===== src/rtl/multicycle_controller.sv =====
// rtl/multicycle_controller.sv - multi-cycle MIPS sequencing FSM
//
// Purpose: steps each instruction through fetch, decode, execute, memory and
// writeback. The memory read/write steps wait on mem_ready. Unsupported
// opcodes set a sticky flag. Retired instructions are counted.
//
// Ports:
//   clk, rst            clock; asynchronous active-high reset
//   en                  run enable, sampled only in FETCH
//   opcode[5:0]         instruction[31:26], sampled only in DECODE
//   mem_ready           memory has completed the current access this cycle
//   pc_write            unconditional PC load
//   pc_write_cond       PC load qualified by the datapath zero flag
//   i_or_d              memory address source (0 = PC, 1 = ALU out register)
//   mem_read, mem_write memory strobes
//   ir_write            instruction register load
//   reg_dst             write register select (1 = rd, 0 = rt)
//   reg_write           register file write enable
//   mem_to_reg          writeback source (1 = memory data)
//   alu_src_a           0 = PC, 1 = read1
//   alu_src_b[1:0]      00 read2, 01 const 4, 10 sign-ext imm, 11 imm << 2
//   alu_op[1:0]         00 add, 01 sub, 10 funct field
//   pc_source[1:0]      00 ALU result, 01 ALU out register, 10 jump target
//   illegal_op          sticky unsupported-opcode flag
//   state[3:0]          current state, for debug
//   retired             retired-instruction count, wraps

module multicycle_controller #(
   parameter int COUNT_WIDTH = 32
) (
   input  logic                   clk,
   input  logic                   rst,
   input  logic                   en,
   input  logic [5:0]             opcode,
   input  logic                   mem_ready,
   output logic                   pc_write,
   output logic                   pc_write_cond,
   output logic                   i_or_d,
   output logic                   mem_read,
   output logic                   mem_write,
   output logic                   ir_write,
   output logic                   reg_dst,
   output logic                   reg_write,
   output logic                   mem_to_reg,
   output logic                   alu_src_a,
   output logic [1:0]             alu_src_b,
   output logic [1:0]             alu_op,
   output logic [1:0]             pc_source,
   output logic                   illegal_op,
   output logic [3:0]             state,
   output logic [COUNT_WIDTH-1:0] retired
);

   localparam logic [3:0] S_FETCH    = 4'd0;
   localparam logic [3:0] S_DECODE   = 4'd1;
   localparam logic [3:0] S_MEM_ADDR = 4'd2;
   localparam logic [3:0] S_MEM_RD   = 4'd3;
   localparam logic [3:0] S_MEM_WB   = 4'd4;
   localparam logic [3:0] S_MEM_WR   = 4'd5;
   localparam logic [3:0] S_EXEC     = 4'd6;
   localparam logic [3:0] S_R_WB     = 4'd7;
   localparam logic [3:0] S_BRANCH   = 4'd8;
   localparam logic [3:0] S_JUMP     = 4'd9;
   localparam logic [3:0] S_ADDI_EX  = 4'd10;
   localparam logic [3:0] S_ADDI_WB  = 4'd11;

   localparam logic [5:0] OP_RTYPE = 6'b000000;
   localparam logic [5:0] OP_LW    = 6'b100011;
   localparam logic [5:0] OP_SW    = 6'b101011;
   localparam logic [5:0] OP_BEQ   = 6'b000100;
   localparam logic [5:0] OP_J     = 6'b000010;
   localparam logic [5:0] OP_ADDI  = 6'b001000;

   logic [3:0]             state_q, state_d;
   logic [5:0]             opcode_q, opcode_d;
   logic                   illegal_q, illegal_d;
   logic [COUNT_WIDTH-1:0] retired_q, retired_d;
   logic                   retire;

   // State register
   always_ff @(posedge clk or posedge rst) begin
      if (rst) begin
         state_q   <= S_FETCH;
         opcode_q  <= '0;
         illegal_q <= 1'b0;
         retired_q <= '0;
      end else begin
         state_q   <= state_d;
         opcode_q  <= opcode_d;
         illegal_q <= illegal_d;
         retired_q <= retired_d;
      end
   end

   // Next-state logic; retire marks the final cycle of a supported instruction
   always_comb begin
      state_d   = state_q;
      opcode_d  = opcode_q;
      illegal_d = illegal_q;
      retire    = 1'b0;
      case (state_q)
         S_FETCH: begin
            if (en && mem_ready) state_d = S_DECODE;
         end
         S_DECODE: begin
            opcode_d = opcode;
            case (opcode)
               OP_RTYPE:     state_d = S_EXEC;
               OP_LW, OP_SW: state_d = S_MEM_ADDR;
               OP_BEQ:       state_d = S_BRANCH;
               OP_J:         state_d = S_JUMP;
               OP_ADDI:      state_d = S_ADDI_EX;
               default: begin
                  state_d   = S_FETCH;
                  illegal_d = 1'b1;
               end
            endcase
         end
         // Only lw and sw reach here, so anything not lw is a store
         S_MEM_ADDR: state_d = (opcode_q == OP_LW) ? S_MEM_RD : S_MEM_WR;
         S_MEM_RD: begin
            if (mem_ready) state_d = S_MEM_WB;
         end
         S_MEM_WR: begin
            if (mem_ready) begin
               state_d = S_FETCH;
               retire  = 1'b1;
            end
         end
         S_EXEC:    state_d = S_R_WB;
         S_ADDI_EX: state_d = S_ADDI_WB;
         S_MEM_WB, S_R_WB, S_ADDI_WB, S_BRANCH, S_JUMP: begin
            state_d = S_FETCH;
            retire  = 1'b1;
         end
         default: state_d = S_FETCH;
      endcase
      retired_d = retired_q + {{(COUNT_WIDTH-1){1'b0}}, retire};
   end

   // Output decode
   always_comb begin
      pc_write      = 1'b0;
      pc_write_cond = 1'b0;
      i_or_d        = 1'b0;
      mem_read      = 1'b0;
      mem_write     = 1'b0;
      ir_write      = 1'b0;
      reg_dst       = 1'b0;
      reg_write     = 1'b0;
      mem_to_reg    = 1'b0;
      alu_src_a     = 1'b0;
      alu_src_b     = 2'b00;
      alu_op        = 2'b00;
      pc_source     = 2'b00;
      case (state_q)
         S_FETCH: begin
            if (en) begin
               mem_read  = 1'b1;
               alu_src_b = 2'b01;
               ir_write  = mem_ready;
               pc_write  = mem_ready;
            end
         end
         S_DECODE: alu_src_b = 2'b11;
         S_MEM_ADDR, S_ADDI_EX: begin
            alu_src_a = 1'b1;
            alu_src_b = 2'b10;
         end
         S_MEM_RD: begin
            mem_read = 1'b1;
            i_or_d   = 1'b1;
         end
         S_MEM_WB: begin
            reg_write  = 1'b1;
            mem_to_reg = 1'b1;
         end
         S_MEM_WR: begin
            mem_write = 1'b1;
            i_or_d    = 1'b1;
         end
         S_EXEC: begin
            alu_src_a = 1'b1;
            alu_op    = 2'b10;
         end
         S_R_WB: begin
            reg_write = 1'b1;
            reg_dst   = 1'b1;
         end
         S_ADDI_WB: reg_write = 1'b1;
         S_BRANCH: begin
            alu_src_a     = 1'b1;
            alu_op        = 2'b01;
            pc_write_cond = 1'b1;
            pc_source     = 2'b01;
         end
         S_JUMP: begin
            pc_write  = 1'b1;
            pc_source = 2'b10;
         end
         default: ;
      endcase
   end

   assign state      = state_q;
   assign illegal_op = illegal_q;
   assign retired    = retired_q;

endmodule


===== config.mk =====
export PLATFORM = sky130hd
export DESIGN_NAME = multicycle_controller
export DESIGN_NICKNAME = d
export VERILOG_FILES = /design/src/rtl/multicycle_controller.sv
export SDC_FILE = /design/constraint.sdc
export NUM_CORES = 1
export LEC_CHECK = 0
export CAP_MARGIN = 20
export CORE_ASPECT_RATIO = 0.75
export CORE_UTILIZATION = 48
export CTS_BUF_LIST = sky130_fd_sc_hd__clkbuf_16
export DETAILED_ROUTE_END_ITERATION = 12
export PLACE_DENSITY_LB_ADDON = 0.25
export SYNTH_ARGS = -nofsm -noshare
export SYNTH_HDL_FRONTEND = slang
export SYNTH_SLANG_ARGS = --single-unit

===== constraint.sdc =====
create_clock -name clk -period 2.7 [get_ports clk]
set_input_delay 0.27 -clock clk [delete_from_list [all_inputs] [get_ports clk]]
set_output_delay 0.27 -clock clk [all_outputs]
set_load 0.1 [all_outputs]

==> results.sh, run 1 <==
export IMPL_postCtsHoldBufs=0
export IMPL_placed_cell_area_mm2=0.002855
export IMPL_cp_start_kind="register"
export IMPL_htree_num_levels=2
export IMPL_slowest_stage="dfrtp_4"
export IMPL_crit_type="reg -> reg"
export IMPL_avgSynthCellArea_um2=10.27
export IMPL_p_sw_mw=0.9884
export IMPL_rrSetupSlack_ns=0.33
export IMPL_ant_nets=0
export IMPL_synth_area_mm2=0.002218
export IMPL_seq_area_frac_synth_pct=48.51
export IMPL_cts_num_sinks=43
export IMPL_relSlewSlack_pct=61.26
export IMPL_clock_fmax_mhz=421.5
export IMPL_synthTopCellsByArea="dfrtp_1 49%, xnor2_1 11%, nand3_1 3.2%"
export IMPL_path_clk_slew_ns=0.07
export IMPL_status="finished clean"
export IMPL_clock_skew_final_ns=0.006298
export IMPL_synthFlopType="dfrtp_1"
export IMPL_power_density_mw_per_mm2=765.9
export IMPL_io_pins=63
export IMPL_ir_drop_v=0.0006371
export IMPL_dp_cells=332
export IMPL_drv_slew=0
export IMPL_start_util_pct=49.96
export IMPL_design_area_mm2=0.003004
export IMPL_firstDrtPassIters=4
export IMPL_path_delay_family="simple AND/OR/NAND/NOR gates"
export IMPL_worstPathCellList="buf_4 > nand2b_1 > and3_1 > ha_2 > ha_4 > and4_4 > nor3b_4 > buf_4 > nand3_1 > xnor2_1"
export IMPL_avgViaCountPerCell=5.332
export IMPL_yosysWarnings=0
export IMPL_die_y_um=60.88
export IMPL_fin_crit_ns=2.373
export IMPL_final_period_utilization_pct=87.87
export IMPL_yosysUniqueCellTypes=44
export IMPL_drt_iter0_drc=136
export IMPL_rsz0062_at_grt="no"
export IMPL_cts_tree="built"
export IMPL_clock_latency_ns=0.28
export IMPL_p_int_mw=1.312
export IMPL_seq_power_share_pct=35.1
export IMPL_wl_per_cell_um=15.02
export IMPL_hpwl_um=3656
export IMPL_core_area_mm2=0.004441
export IMPL_cts_buffer_depth=2
export IMPL_arrival_ns=2.54
export IMPL_yosysMostFrequentCell="dfrtp_1"
export IMPL_numCtsBuffers=5
export IMPL_cellLeakagePower_nw=1.383
export IMPL_hp_class="in -> async"
export IMPL_floorplan_rows=21
export IMPL_ctsResizeCount=0
export IMPL_tightestPinTransition_ns=0.5665
export IMPL_fin_nets=294
export IMPL_synth_top_area_share_pct=48.51
export IMPL_dieArea_mm2=0.004900
export IMPL_cp_max_fo=18
export IMPL_vias=1813
export IMPL_routed_wl_um=5107
export IMPL_p_sw_share_pct=42.96
export IMPL_cts_setup_buffers=0
export IMPL_synth_edf_count=0
export IMPL_critPathBufInv=2
export IMPL_p_comb_share_pct=38.9
export IMPL_synthArstFlopShare_pct=100.0
export IMPL_grt_usage_pct=22.17
export IMPL_synth_common_cells="43 x dfrtp_1, 28 x xnor2_1, 17 x nand2_1"
export IMPL_finalPower_mw=2.301
export IMPL_die_width_um=80.50
export IMPL_ys_seq_elements=43
export IMPL_cap_violations=0
export IMPL_grt_antenna_before_repair=0
export IMPL_yosysTopAreaCell="dfrtp_1"
export IMPL_gp_congestion=0.8464
export IMPL_portBuffers=62
export IMPL_setup_viol=0
export IMPL_fillCellCount=381
export IMPL_cp_required_ns=2.87
export IMPL_clockPowerShare_pct=26.0
export IMPL_drive_gt1_share_pct=36.04
export IMPL_area_growth_pct=35.42
export IMPL_route_detailed_drc=0
export IMPL_grt_remaining_overflow=0
export IMPL_grt_pass1_vias=1579
export IMPL_regArea_mm2=0.001086
export IMPL_hold_viol=0
export IMPL_multi_input_area_mm2=0.001146
export IMPL_critPathMostFrequentCell="buf_4"
export IMPL_syn_inst=216
export IMPL_cp_slowest_stage_delay_ns=0.41
export IMPL_worstSetupEndpointType="register"
export IMPL_root_buffer="clkbuf_16"
export IMPL_fin_cells=340
export IMPL_grt_max_degree=44
export IMPL_synth_nets=228
export IMPL_diodes=0
export IMPL_grt_pass1_wl_um=8059
power groups by stage:
stage                     clock [mW]  sequential [mW]  combinational [mW]
after floorplan                    0             1.04               0.485
after global routing           0.629            0.824               0.938
after global placement             0            0.813               0.887
final                          0.599            0.807               0.895
after detailed placement           0            0.816               0.895
after CTS                      0.611            0.808               0.895
logic make-up after synthesis:
family | after synthesis | synth area share [%]
and+or+nand+nor | 94 | 24.87
DFF | 43 | 48.51
xor gates and xnor gates | 33 | 13.03
AOI/OAI and AO/OA | 23 | 6.261
buffers and inverters | 14 | 2.707
muxes | 7 | 3.497
adders and majority gates | 2 | 1.128
flip-flops by register name (all words and copies together), names as in the netlist:
name,count
retired,32
opcode_q,6
state,4
illegal_op,1
final cells by class:
type	count	area share, %
clock inverter	3	0.7913
tap	57	2.374
inverter	5	0.6247
clock buffer	5	4.165
sequential	43	36.15
timing repair buffer	68	17.74
multi-input combinational	159	38.15
final timing paths:
| kind | start | end | cells after the start |
|---|---|---|---|
| min in group clk | illegal_op | illegal_op | 1 |
| worst min-delay path | rst | retired[1] | 3 |
| worst max register to register | state[0] | retired[30] | 10 |
| worst max-delay path | state[0] | retired[30] | 10 |
| max in group asynchronous | rst | state[0] | 3 |
| worst min register to register | illegal_op | illegal_op | 1 |
through the flow:
stage / setup TNS, ns / setup WS, ns / util [%] / hold WS, ns
after floorplan: -0.3185 / -0.09331 / - / 0.4217
after global placement: 0 / 0.1355 / 64.30 / 0.4559
after detailed placement: 0 / 0.1141 / 64.30 / 0.4565
after CTS: 0 / 0.3229 / 67.65 / 0.4601
after global routing: 0 / 0.1868 / 67.65 / 0.4838
final: 0 / 0.3274 / 67.65 / 0.4415
worst register-to-register path, stage by stage (launching register included):
cell and delay [ns]:
dfrtp_4 0.41, buf_4 0.22, nand2b_1 0.20, and3_1 0.18
ha_2 0.21, ha_4 0.15, and4_4 0.23, nor3b_4 0.20
buf_4 0.19, nand3_1 0.12, xnor2_1 0.16
cell usage in the layout, fill, tap and decap left out, types with 3 or more instances in the layout:
| cell | n |
|---|---|
| xor2_1 | 5 |
| nand2b_1 | 3 |
| nor2_1 | 11 |
| xnor2_1 | 28 |
| nor2_2 | 5 |
| buf_4 | 59 |
| nand2_1 | 17 |
| nor3_1 | 6 |
| mux2_2 | 6 |
| o21ai_0 | 7 |
| or2_2 | 3 |
| nand4_1 | 7 |
| a21oi_1 | 4 |
| clkdlybuf4s50_1 | 9 |
| nand3_1 | 14 |
| clkbuf_16 | 5 |
| inv_1 | 5 |
| and3_1 | 8 |
| dfrtp_1 | 39 |
routing by layer:
metal | GRT usage (%) | wire, um | part of all wire (%) | vias up
met5 | 0 | 0 | 0 | -
met4 | 7.908 | 35 | 0.69 | 0
met3 | 4.962 | 206 | 4.0 | 4
met2 | 30.02 | 2166 | 42 | 47
met1 | 34.35 | 2699 | 53 | 870
li1 | - | - | - | 892
Note: power is estimated with default switching activity, not from simulation.
==> run 2, diff against run 1 <==
--- a/config.mk
+++ b/config.mk
@@ -7,9 +7,10 @@
 export LEC_CHECK = 0
 export CAP_MARGIN = 20
 export CORE_ASPECT_RATIO = 0.75
-export CORE_UTILIZATION = 48
+export CORE_UTILIZATION = 60
 export CTS_BUF_LIST = sky130_fd_sc_hd__clkbuf_16
 export DETAILED_ROUTE_END_ITERATION = 12
+export DONT_BUFFER_PORTS = 1
 export PLACE_DENSITY_LB_ADDON = 0.25
 export SYNTH_ARGS = -nofsm -noshare
 export SYNTH_HDL_FRONTEND = slang
==> run 2 against run 1 <==
  * Register-to-register slack worse by 0.08 ns
  * Total power is 2.2% lower
  * Critical path type unchanged
  * Clock skew fell by 0.0035 ns
  * Via count is 2.0% higher
  * Maximum frequency decreased by 3.3%
  * Global-route usage up 7.2 points
  * Cell area decreased by 4.7%
  * Combinational power about the same
  * Critical path depth rose by 1
==> results.sh, run 2 (synthesis results as in run 1) <==
export IMPL_crit_type="reg -> reg"
export IMPL_hpwl_um=3957
export IMPL_cp_max_fo=5
export IMPL_cp_required_ns=2.86
export IMPL_floorplan_rows=18
export IMPL_htree_num_levels=2
export IMPL_cts_setup_buffers=0
export IMPL_final_period_utilization_pct=90.84
export IMPL_seq_power_share_pct=35.3
export IMPL_cts_tree="built"
export IMPL_arrival_ns=2.61
export IMPL_fin_crit_ns=2.453
export IMPL_avgViaCountPerCell=5.833
export IMPL_placed_cell_area_mm2=0.002724
export IMPL_ant_nets=0
export IMPL_grt_usage_pct=29.39
export IMPL_slowest_stage="dfrtp_4"
export IMPL_power_density_mw_per_mm2=786.3
export IMPL_top_layer="met4"
export IMPL_clock_latency_ns=0.28
export IMPL_p_int_mw=1.288
export IMPL_largest_reg_flops=32
export IMPL_drt_iter0_drc=108
export IMPL_wl_met3_um=312
export IMPL_grt_max_degree=26
export IMPL_clockPowerShare_pct=25.1
export IMPL_final_cell_mix="51 x buf_4, 39 x dfrtp_1, 28 x xnor2_1"
export IMPL_tns_ns=0
export IMPL_finalPower_mw=2.250
export IMPL_wl_per_cell_um=17.15
export IMPL_p_comb_share_pct=39.6
export IMPL_clock_skew_final_ns=0.002838
export IMPL_dieArea_mm2=0.003947
export IMPL_clock_fmax_mhz=407.7
export IMPL_grt_pass1_vias=1816
export IMPL_grt_pass1_wl_um=8383
export IMPL_drv_slew=0
export IMPL_wl_met1_um=2247
export IMPL_cap_violations=0
export IMPL_grt_antenna_before_repair=0
export IMPL_cp_slowest_stage_delay_ns=0.48
export IMPL_route_detailed_drc=0
export IMPL_worstPathCellList="nor2b_4 > and2_0 > o21ai_1 > and3_1 > ha_2 > ha_4 > and4_4 > nor3b_4 > and2_4 > nand4_2 > xnor2_1"
export IMPL_path_delay_family="simple AND/OR/NAND/NOR gates"
export IMPL_gp_congestion=0.8619
export IMPL_hold_viol=0
export IMPL_layout_commonest_cell="buf_4"
export IMPL_design_area_mm2=0.002861
export IMPL_cts_buffer_depth=2
export IMPL_cellLeakagePower_nw=1.325
export IMPL_grt_remaining_overflow=0
export IMPL_worstSetupEndpointType="register"
export IMPL_core_area_mm2=0.003401
export IMPL_io_pins=63
export IMPL_area_growth_pct=28.99
export IMPL_diodes=0
export IMPL_ir_drop_v=0.0006939
export IMPL_fillCellCount=196
export IMPL_portBuffers=0
export IMPL_cp_start_kind="register"
export IMPL_cts_num_sinks=43
export IMPL_wl_met2_um=2765
export IMPL_fin_nets=278
export IMPL_drive_gt1_share_pct=35.21
export IMPL_postCtsHoldBufs=0
export IMPL_start_util_pct=65.23
export IMPL_vias=1849
export IMPL_die_y_um=54.66
export IMPL_relSlewSlack_pct=38.75
export IMPL_hp_class="in -> async"
export IMPL_die_width_um=72.21
export IMPL_p_sw_mw=0.9621
export IMPL_root_buffer="clkbuf_16"
export IMPL_rsz0062_at_grt="no"
export IMPL_setup_viol=0
export IMPL_numCtsBuffers=5
export IMPL_firstDrtPassIters=4
export IMPL_routed_wl_um=5438
export IMPL_ctsResizeCount=0
export IMPL_critPathBufInv=0
export IMPL_path_clk_slew_ns=0.06
export IMPL_status="finished clean"
export IMPL_tightestPinTransition_ns=0.9187
export IMPL_p_sw_share_pct=42.76
[run 2: cell types whose count changed in the layout (fill, tap and decap cells not counted), sizes merged]
cell,before,now
clkdlybuf4s50,9,0
inv,6,7
clkinv,0,1
buf,59,52
clkinvlp,2,0
[run 2: layout make-up]
cell class	count	area (um2)	share of cell area (%)
Multi-Input combinational cell	159	1154	40.32
Clock buffer	5	125.1	4.373
Timing Repair Buffer	52	402.9	14.08
Tap cell	50	62.56	2.186
Clock inverter	3	12.51	0.4373
Inverter	5	18.77	0.6559
Sequential cell	43	1086	37.95
[run 2: stage by stage]
stage	utilization, %	instances	hold slack, ns	setup slack, ns
finish	84.14	317	0.06498	0.2474
global route	84.14	317	0.1336	0.1622
CTS	84.14	317	0.1032	0.2573
detailed placement	80.10	309	0.4005	0.2821
global placement	80.10	309	0.3850	0.4066
floorplan	-	216	0.4217	-0.09331
[run 2: final timing paths]
kind,startpoint,to,slack (ns),cells after the start
hold / removal,rst,retired[19],0.06,1
hold reg to reg,opcode_q[5],opcode_q[5],0.51,1
setup / recovery,state[0],retired[16],0.25,11
min in group clk,opcode[2],opcode_q[2],0.13,1
max in group asynchronous,rst,retired[13],1.85,2
setup reg to reg,state[0],retired[16],0.25,11
[run 2: per-layer routing]
metal | GRT usage (%) | vias up
li1 | - | 852
met1 | 33.65 | 914
met2 | 51.56 | 70
met3 | 10.13 | 13
met4 | 12.09 | 0
met5 | 0 | -
[run 2: power by group through the flow]
stage	Clock (mW)	Combinational (mW)	Sequential, mW
3_3_place_gp	0	0.867	0.794
2_1_floorplan	0	0.485	1.04
5_1_grt	0.597	0.935	0.798
6_report	0.565	0.892	0.793
4_1_cts	0.569	0.892	0.792
3_5_place_dp	0	0.888	0.802
[run 2: worst register-to-register path, stage by stage, from the launching register on]
cell	delay [ns]
dfrtp_4	0.48
nor2b_4	0.13
and2_0	0.13
o21ai_1	0.13
and3_1	0.17
ha_2	0.21
ha_4	0.15
and4_4	0.25
nor3b_4	0.20
and2_4	0.21
nand4_2	0.12
xnor2_1	0.15
==> run 3, diff against run 2 <==
--- a/config.mk
+++ b/config.mk
@@ -5,6 +5,7 @@
 export SDC_FILE = /design/constraint.sdc
 export NUM_CORES = 1
 export LEC_CHECK = 0
+export ABC_CLOCK_PERIOD_IN_PS = 2700
 export CAP_MARGIN = 20
 export CORE_ASPECT_RATIO = 0.75
 export CORE_UTILIZATION = 60
==> results of run 3 <==
No change in the layout: final DEF, timing and power equal those of run 2.
